### src/rtl/uart_receiver.sv
// uart_receiver: 8N1 serial-to-parallel receiver with a 2-flop synchronizer and falling-edge start detect.
// Each good frame updates dataout with a one-cycle data_valid; a bad stop bit gives a one-cycle frame_err.
module uart_receiver #(
    parameter int clk_freq = 1000,
    parameter int baudrate = 10
) (
    input  logic       clk,
    input  logic       rst,
    input  logic       rx,
    output logic [7:0] dataout,
    output logic       data_valid,
    output logic       frame_err,
    output logic       busy
);
    localparam int baud_cnt = clk_freq / baudrate;
    localparam int cw = $clog2(baud_cnt);
    localparam logic [cw-1:0] half_last = cw'(baud_cnt / 2 - 1);
    localparam logic [cw-1:0] bit_last = cw'(baud_cnt - 1);

    typedef enum logic [1:0] {IDLE, START, DATA, STOP} state_t;

    state_t        state, state_n;
    logic [cw-1:0] cnt, cnt_n;
    logic [2:0]    bit_idx, bit_idx_n;
    logic [7:0]    shift_reg, shift_n;
    logic [7:0]    dataout_n;
    logic          data_valid_n, frame_err_n;
    logic          rx_m, rx_s, rx_d;
    logic          start_det;

    // Preset to 1 so that releasing reset on an idle line never looks like a start edge.
    always_ff @(posedge clk or negedge rst) begin
        if (!rst) begin
            rx_m <= 1'b1;
            rx_s <= 1'b1;
            rx_d <= 1'b1;
        end else begin
            rx_m <= rx;
            rx_s <= rx_m;
            rx_d <= rx_s;
        end
    end

    assign start_det = rx_d & ~rx_s;

    always_ff @(posedge clk or negedge rst) begin
        if (!rst) begin
            state      <= IDLE;
            cnt        <= '0;
            bit_idx    <= '0;
            shift_reg  <= '0;
            dataout    <= '0;
            data_valid <= 1'b0;
            frame_err  <= 1'b0;
        end else begin
            state      <= state_n;
            cnt        <= cnt_n;
            bit_idx    <= bit_idx_n;
            shift_reg  <= shift_n;
            dataout    <= dataout_n;
            data_valid <= data_valid_n;
            frame_err  <= frame_err_n;
        end
    end

    always_comb begin
        state_n      = state;
        cnt_n        = cnt + 1'b1;
        bit_idx_n    = bit_idx;
        shift_n      = shift_reg;
        dataout_n    = dataout;
        data_valid_n = 1'b0;
        frame_err_n  = 1'b0;
        case (state)
            IDLE: begin
                cnt_n   = '0;
                state_n = start_det ? START : IDLE;
            end
            START: if (cnt == half_last) begin
                cnt_n     = '0;
                bit_idx_n = '0;
                state_n   = rx_s ? IDLE : DATA;
            end
            DATA: if (cnt == bit_last) begin
                cnt_n            = '0;
                shift_n[bit_idx] = rx_s;
                bit_idx_n        = bit_idx + 3'd1;
                state_n          = (bit_idx == 3'd7) ? STOP : DATA;
            end
            STOP: if (cnt == bit_last) begin
                cnt_n        = '0;
                state_n      = IDLE;
                dataout_n    = rx_s ? shift_reg : dataout;
                data_valid_n = rx_s;
                frame_err_n  = ~rx_s;
            end
            default: state_n = IDLE;
        endcase
    end

    assign busy = (state != IDLE);
endmodule

### config.mk
export PLATFORM = sky130hd
export DESIGN_NAME = uart_receiver
export DESIGN_NICKNAME = d
export VERILOG_FILES = /design/src/rtl/uart_receiver.sv
export SDC_FILE = /design/constraint.sdc
export NUM_CORES = 1
export LEC_CHECK = 0
export BUFFER_PORTS_ARGS = -buffer_cell sky130_fd_sc_hd__buf_2
export CAP_MARGIN = 20
export CORE_ASPECT_RATIO = 1.75
export CORE_MARGIN = 1
export CORE_UTILIZATION = 50
export CTS_BUF_LIST = sky130_fd_sc_hd__clkbuf_4 sky130_fd_sc_hd__clkbuf_8
export DETAILED_ROUTE_END_ITERATION = 8
export HOLD_SLACK_MARGIN = 0.12
export PLACE_DENSITY_LB_ADDON = 0.2
export SETUP_SLACK_MARGIN = 0.05
export SYNTH_ARGS = -nofsm -noshare
export SYNTH_HDL_FRONTEND = slang
export SYNTH_SLANG_ARGS = --single-unit
### constraint.sdc
create_clock -name clk -period 3.2 [get_ports clk]
set_clock_uncertainty 0.05 [all_clocks]
set_input_delay 0 -clock clk [delete_from_list [all_inputs] [get_ports clk]]
set_output_delay 0 -clock clk [all_outputs]
set_load 0.02 [all_outputs]
==> metrics.txt, run 1 <==
Seq. cell area=830 µm²; post-CTS setup buffers=0; highest net fanout along the worst path=8; fin. max-slew vios=0; routed vias/inst=5.76; area post-placement=1690 µm²; number of global-route vias before repair=1135; Synth Flop Type=dfrtp_1; highest clock rate=466 MHz; crit share post-route=0.670; Final min period=2.14 ns; clk_lat worst skew=0.29 ns; Final nets=153; Post-CTS Hold Buffers=2; Critical Path End Type=flip-flop; Max IR drop VDD=0.437 mV; Buf+Inv Stages, Crit Path=0; sequential share of the synthesized area=0.510; Inserted Clock Buffers=5; Total Die Area=3490 µm²; I/O pins=14; CP Launch Type=flip-flop; CP cell instances=ha_1 -> nand4b_4 -> o31ai_1 -> a22oi_1; syn nets=141; Post-Syn Area=1630 µm²; WL/cell=16.1 µm; CTS Sinks=33; post-synthesis sequential element count=33; commonest non-fill, non-tap cells in the layout=dfrtp_1 (30), mux2_2 (15), buf_2 (13); leading cell type in the layout, fill and taps excluded=dfrtp_1; Multi-input gate area=731 µm²; slew margin rel.=0.363; Worst EP arrival=2.21 ns; Syn. warnings=0; final instance area=1820 µm²; H-tree Lvls=2; final setup violation count=0; Hold Crit Class=input port to asynchronous set/reset pin; number of buffers added on ports=13; Internal Power=755 µW; Pre-antenna DRT Iters=4; share of cells above drive strength 1=0.320; initial antenna violation count=0; # resized after CTS=0; clk slew on worst S/H paths=0.07 ns; Worst EP required=3.27 ns; DRC violation count after routing=0; area grow syn2layout=11.6%; combinational share of power=0.192; grt total ovfl=0; routed vias=1094; CP max-delay cell=o31ai_1; total core area=3110 µm²; Flop pwr share=0.506; switching portion of total power=0.330; first-iteration detailed-routing DRC count=28; max incr delay on CP=0.81 ns; Crit Path Class=flip-flop to flip-flop; Post-synth ARST share=1.00; TritonCTS clock tree=built; Net Sw Power=372 µW; effective utilization at floorplan=0.523; FP Rows=27; placer congestion estimate=0.806; post-route ant nets=0; DIE WIDTH=45.1 µm; final setup TNS=0 ns; Slew @ Worst Pin=0.948 ns; delay-heaviest family, CP=compound AO/OA/AOI/OAI gates; Max-Cap Viols=0; Clock Power Share=0.302; Total GRT Usage=0.204; LEAKAGE=0.000842 µW; RSZ-0062 raised after global routing=false; DP HPWL=2150 µm; status=completed; Root Buffer=clkbuf_8; largest net degree at the start of global routing=34; Inserted Diodes=0; Filler Cells Inserted=293; Die Span Y=77.5 µm; Synth cell types=45; first-pass GRT wire length=5240 µm; final hold vios=0; Post-synth EDFFs=0; pwr dens=621 nW/µm²; syn_area_per_cell=12.1 µm²; drt total wl=3070 µm; Cells after Synth=134; Max Root-Sink Buffers=2
## metrics by stage
step	total power [µW]	cells	util	hold WS, ns	setup WS, ns
after floorplan	755	134	-	-0.346	1.39
after global placement	780	180	0.545	0.0315	1.18
after detailed placement	795	180	0.545	0.0479	1.04
after CTS	1140	190	0.584	0.279	1.02
after global routing	1200	190	0.584	0.308	0.851
final	1130	190	0.584	0.258	1.06
## power by group through the flow
stage / clock [µW] / sequential [µW] / combinational [µW]
final: 340 / 571 / 216
after global placement: 0 / 573 / 207
after global routing: 370 / 582 / 245
after detailed placement: 0 / 578 / 217
after CTS: 351 / 570 / 221
after floorplan: 0 / 511 / 244
## cells in the mapped netlist, drive strengths merged (2+ instances only)
library cell,instances,area share
a21oi,5,0.015
nand4b,2,0.020
buf,5,0.020
inv,4,0.0092
a31oi,2,0.0077
o31ai,4,0.018
a22oi,2,0.0092
or3,2,0.0077
mux2,16,0.11
xor2,2,0.011
nor2,3,0.0069
o21ai,3,0.016
nand3,9,0.028
nor3b,3,0.014
clkbuf,5,0.012
dfrtp,30,0.46
or4b,2,0.015
dfstp,3,0.048
ha,4,0.031
nand2,4,0.0092
nor4,3,0.034
nor3,5,0.015
a221oi,2,0.011
## final cells by class
type	count	area share
Inverter	4	0.00827
Tap cell	43	0.0296
Clock inverter	1	0.00276
Timing Repair Buffer	15	0.0469
Multi-Input combinational cell	87	0.402
Sequential cell	33	0.457
Clock buffer	7	0.0531
## worst register-to-register path, cell delays in order, from the launching register on
cell and delay [ns]:
dfrtp_1 0.41, ha_1 0.29, nand4b_4 0.21, o31ai_1 0.81
a22oi_1 0.22
## worst paths after layout
check / from / to / slack, ns / cells past startpoint
max: cnt[0] / cnt[6] / 1.06 / 4
min: rst / dataout[2] / 0.26 / 2
max reg2reg: cnt[0] / cnt[6] / 1.06 / 4
min reg2reg: rx_m / rx_s / 0.31 / 0
max in group asynchronous: rst / cnt[5] / 2.36 / 2
min in group clk: rx_m / rx_s / 0.31 / 0
## cell families (layout without fill, tap and decap cells)
| logic type | after synthesis | in the layout | synth area share |
|---|---|---|---|
| muxes | 16 | 16 | 0.111 |
| and+or+nand+nor | 42 | 42 | 0.194 |
| xor gates and xnor gates | 3 | 3 | 0.0162 |
| buffers and inverters | 14 | 27 | 0.0408 |
| AOI/OAI and AO/OA | 22 | 22 | 0.0977 |
| adders and majority gates | 4 | 4 | 0.0308 |
| DFF | 33 | 33 | 0.510 |
## per-layer routing
layer	wire length (µm)	global-route usage	share of wire
met4	58	0.0818	0.019
met2	1730	0.354	0.57
met1	1220	0.230	0.40
met5	0	0	0
met3	55	0.0419	0.018
No activity file was read; power rests on OpenSTA's default activity.
==> run 2: changes to the inputs <==
Settings changed: ABC_AREA set to 1.
Clock period 3.2 ns to 1.75 ns, I/O delays scaled along.
==> run 2 against run 1 <==
- register-to-register slack worse by 0.87 ns
- total power up 38%
- flip-flop and latch count unchanged
- sequential power up 38%
- utilization up 2.8 points
- wire length down 8.2%
- cell count up 26%
- fmax up 37%
- count of clock-buffer cells in the layout down 1
- worst hold slack worse by 0.018 ns
- first-iteration DRC count up 25%
- largest cell class unchanged
- largest power group unchanged
==> metrics.txt, run 2 <==
status=completed; number of buffers added on ports=13; clk slew on worst S/H paths=0.07 ns; highest clock rate=641 MHz; syn_area_per_cell=8.89 µm²; reg2reg end=cnt[6]; syn nets=185; top-count cell post-synth=nand2_1; Synth cell types=23; routed vias=1190; share of cells above drive strength 1=0.207; Final nets=204; post-CTS setup buffers=0; slew margin rel.=0.524; post-route ant nets=0; final setup violation count=0; LEAKAGE=0.000900 µW; total core area=2960 µm²; grt total ovfl=0; Critical Path End Type=flip-flop; Seq. cell area=830 µm²; first-iteration detailed-routing DRC count=35; DP HPWL=2170 µm; final hold vios=0; Multi-input gate area=644 µm²; post-synthesis sequential element count=33; initial antenna violation count=0; r2r setup slk=0.19 ns; CP Launch Type=flip-flop; Max IR drop VDD=1.09 mV; Final min period=1.56 ns; Max Root-Sink Buffers=2; Worst EP arrival=1.68 ns; Post-Syn Area=1580 µm²; Synth top area share=0.474; clk_lat worst skew=0.29 ns; final core utilization=0.612; most frequent cells after synthesis=nand2_1 (43), dfrtp_1 (30), inv_1 (24); highest net fanout along the worst path=5; Cells after Synth=178; CTS Sinks=33; DRC violation count after routing=0; first-pass GRT wire length=4930 µm; Syn. warnings=0; R2R depth=8; final setup TNS=0 ns; RSZ-0062 raised after global routing=false; Root Buffer=clkbuf_8; Crit Path Class=flip-flop to flip-flop; Total Die Area=3400 µm²; fin. max-slew vios=0; TritonCTS clock tree=built; reg2reg start=cnt[0]; FP Rows=26; number of global-route vias before repair=1228; cell taking the most area after synthesis=dfrtp_1; H-tree Lvls=2; Inserted Diodes=0; Hold Crit Class=input port to asynchronous set/reset pin; placer congestion estimate=0.866; routed vias/inst=4.96; largest cells by area after synthesis=dfrtp_1 (47%), nand2_1 (10%), inv_1 (5.7%); Slew @ Worst Pin=0.714 ns; Pre-antenna DRT Iters=4; commonest non-fill, non-tap cells in the layout=nand2_1 (43), dfrtp_1 (30), inv_1 (24); Total GRT Usage=0.202; Max-Cap Viols=0; Post-synth ARST share=1.00; Synth Flop Type=dfrtp_1; Post-synth EDFFs=0; sequential share of the synthesized area=0.524; Filler Cells Inserted=273; leading cell type in the layout, fill and taps excluded=nand2_1; DIE WIDTH=44.5 µm; drt total wl=2820 µm; Worst EP required=1.87 ns; area grow syn2layout=14.5%; crit share post-route=0.892; I/O pins=14; Die Span Y=76.4 µm; effective utilization at floorplan=0.535; pwr dens=856 nW/µm²; largest net degree at the start of global routing=34; WL/cell=11.7 µm; Inserted Clock Buffers=5
-- run 2: worst max path at each step --
stage,start,end,cells after the start
final,cnt[0],cnt[6],8
after global routing,cnt[0],shift_reg[3],8
after CTS,cnt[0],cnt[6],8
after detailed placement,cnt[0],cnt[6],8
after global placement,cnt[0],dataout[7],6
after floorplan,cnt[0],cnt[0],8
-- run 2: critical path: stages, from the launching register on --
cell     delay [ns]
dfrtp_1        0.40
ha_2           0.24
nand2_1        0.06
inv_1          0.05
nand3_1        0.19
nand2_1        0.14
nand2_1        0.10
inv_1          0.14
nor2_1         0.06
-- run 2: layout make-up --
type	count	area share
Sequential cell	33	0.458
Multi-Input combinational cell	118	0.355
Inverter	24	0.0497
Timing Repair Buffer	15	0.0469
Clock buffer	6	0.0421
Tap cell	42	0.0290
Clock inverter	2	0.0193
-- run 2: kinds of logic after synthesis --
family,Yosys count,share of synthesized area
simple gates,96,0.292
flops,33,0.524
compound gates,16,0.0711
xor+xnor,2,0.0111
buf+inv,27,0.0704
fa+ha+maj,4,0.0316
-- run 2: metal layers --
| metal | vias up | share of wire | wire length [µm] | global-route usage |
|---|---|---|---|---|
| met5 | - | 0 | 0 | 0 |
| met4 | 0 | 0.032 | 91 | 0.112 |
| met3 | 8 | 0.025 | 69 | 0.0498 |
| met2 | 18 | 0.60 | 1690 | 0.388 |
| met1 | 563 | 0.34 | 959 | 0.167 |
| li1 | 601 | - | - | - |
-- run 2: what timing repair did --
action                     in CTS  in global routing
hold buffers                    2                  0
setup endpoints to repair       0                  8
gates resized for setup         0                  1
hold endpoints to repair       31                  0
-- run 2: report_power, final --
group,switching (µW),leakage [µW],internal [µW]
Clock,266,0.0000586,437
Combinational,44.7,0.000392,16.3
Sequential,11.5,0.000449,776
Total,323,0.000900,1230
-- run 2: per-stage QoR --
stage / instance area (µm²) / total power (µW) / std cells / setup slack [ns] / hold slack [ns]
2_1_floorplan: 1580 / 830 / 178 / 0.371 / -0.346
3_3_place_gp: 1680 / 857 / 230 / 0.269 / 0.0288
3_5_place_dp: 1680 / 860 / 230 / 0.184 / 0.0458
4_1_cts: 1810 / 1570 / 240 / 0.159 / 0.262
5_1_grt: 1810 / 1610 / 240 / 0.0498 / 0.312
6_report: 1810 / 1550 / 240 / 0.190 / 0.239
==> run 3: changes to the inputs <==
Settings changed: CORE_UTILIZATION 50 to 55.
Clock period 1.75 ns to 1.4 ns, I/O delays scaled along.
==> run 3 against run 2 <==
- total power up 16%
- first-iteration DRC count up 26%
- die area down 8.8%
- worst hold slack better by 0.018 ns
- count of clock-buffer cells in the layout up 1
- register-to-register slack worse by 0.15 ns
- flip-flop and latch count unchanged
- largest cell class unchanged
- design area up 8.0%
- critical path type unchanged
- via count up 9.9%
==> metrics.txt, run 3 (synthesis results as in run 2) <==
Filler Cells Inserted=207; Total GRT Usage=0.234; Total Die Area=3100 µm²; DRC violation count after routing=0; largest net degree at the start of global routing=34; final core utilization=0.720; CP Launch Type=flip-flop; TritonCTS clock tree=built; CP most frequent cell=inv_1; R2R depth=7; Slew @ Worst Pin=0.696 ns; DIE WIDTH=42.6 µm; status=completed; Buf+Inv Stages, Crit Path=2; Max Root-Sink Buffers=2; routed vias/inst=5.54; reg2reg end=bit_idx[0]; number of buffers added on ports=13; Crit Path Class=flip-flop to flip-flop; share of cells above drive strength 1=0.335; fin. max-slew vios=0; number of global-route vias before repair=1316; final setup TNS=0 ns; first-pass GRT wire length=5370 µm; CTS Sinks=33; total core area=2720 µm²; DP HPWL=2150 µm; Inserted Clock Buffers=5; routed vias=1308; highest net fanout along the worst path=4; reg2reg start=cnt[1]; Pre-antenna DRT Iters=4; Hold Crit Class=input port to asynchronous set/reset pin; power consumption=1810 µW; slew margin rel.=0.536; Worst EP arrival=1.48 ns; delay-heaviest family, CP=simple AND/OR/NAND/NOR gates; final setup violation count=0; clk slew on worst S/H paths=0.06 ns; pwr dens=923 nW/µm²; r2r setup slk=0.04 ns; Final min period=1.36 ns; Critical Path End Type=flip-flop; clk_lat worst skew=0.28 ns; final hold vios=0; H-tree Lvls=2; grt total ovfl=0; CP max-delay cell=dfrtp_1; I/O pins=14; Max-Cap Viols=0; RSZ-0062 raised after global routing=true; commonest non-fill, non-tap cells in the layout=nand2_1 (35), dfrtp_1 (28), inv_1 (22); drt total wl=3170 µm; area grow syn2layout=23.7%; Inserted Diodes=0; CP cell instances=inv_1 -> ha_1 -> inv_1 -> nor2_2 -> nand4_1 -> nand3_1 -> nand2_1; max incr delay on CP=0.42 ns; leading cell type in the layout, fill and taps excluded=nand2_1; Final nets=216; first-iteration detailed-routing DRC count=44; Max IR drop VDD=0.631 mV; initial antenna violation count=0; post-route ant nets=0; LEAKAGE=0.000944 µW; placer congestion estimate=0.875; effective utilization at floorplan=0.582; Die Span Y=73.0 µm; CP Launch Point=cnt[1]; WL/cell=13.4 µm; Worst EP required=1.52 ns; FP Rows=25; crit share post-route=0.974; Root Buffer=clkbuf_8; highest clock rate=734 MHz
-- run 3: cell count changes in the layout (fill, tap and decap cells not counted), sizes merged --
cell    delta
clkbuf     +1
nand3      +1
buf       +11
clkinv     -1
bufinv     -1
-- run 3: per-stage QoR --
| stage | instance area [µm²] | worst slack, ns | std cells | hold WS (ns) |
|---|---|---|---|---|
| after floorplan | 1600 | 0.0839 | 178 | -0.346 |
| after global placement | 1720 | 0.00263 | 219 | 0.0248 |
| after detailed placement | 1720 | -0.0419 | 219 | 0.0412 |
| after CTS | 1890 | 0.0303 | 232 | 0.274 |
| after global routing | 1960 | -0.0930 | 236 | 0.309 |
| final | 1960 | 0.0369 | 236 | 0.258 |
-- run 3: worst max path at each step --
stage                   end  slack, ns  cells after the start
2_1_floorplan    dataout[1]       0.08                      7
3_3_place_gp         cnt[4]      0.003                      8
3_5_place_dp         cnt[2]      -0.04                      9
4_1_cts        shift_reg[6]       0.03                      7
5_1_grt          bit_idx[2]      -0.09                      7
6_report         bit_idx[0]       0.04                      7
-- run 3: metal layers --
metal	track usage	vias up	routed length, µm
li1	-	633	-
met1	0.221	627	1170
met2	0.434	35	1740
met3	0.0446	13	109
met4	0.167	0	149
met5	0	-	0
-- run 3: area by class of cell --
class / count / area, µm² / area share
Clock buffer: 7 / 90.1 / 0.0460
Tap cell: 27 / 33.8 / 0.0173
Sequential cell: 33 / 832 / 0.425
Timing Repair Buffer: 26 / 180 / 0.0920
Inverter: 24 / 92.6 / 0.0473
Multi-Input combinational cell: 119 / 729 / 0.373
-- run 3: repair_timing --
action / in CTS / in global routing
pin swaps: 2 / 5
hold buffers: 2 / 0
buffers inserted: 3 / 4
resized for setup: 9 / 15
cloned: 1 / 0
endpoints found under the hold margin: 31 / 0
endpoints found under the setup margin: 23 / 29
-- run 3: report_power, final --
group | internal (µW) | switching (µW)
sequential | 971 | 15.2
clock | 408 | 311
combinational | 35.4 | 66.2
-- run 3: worst register-to-register path: stages, from the launching register on --
cell,delay [ns]
dfrtp_1,0.42
inv_1,0.07
ha_1,0.13
inv_1,0.06
nor2_2,0.09
nand4_1,0.22
nand3_1,0.15
nand2_1,0.06
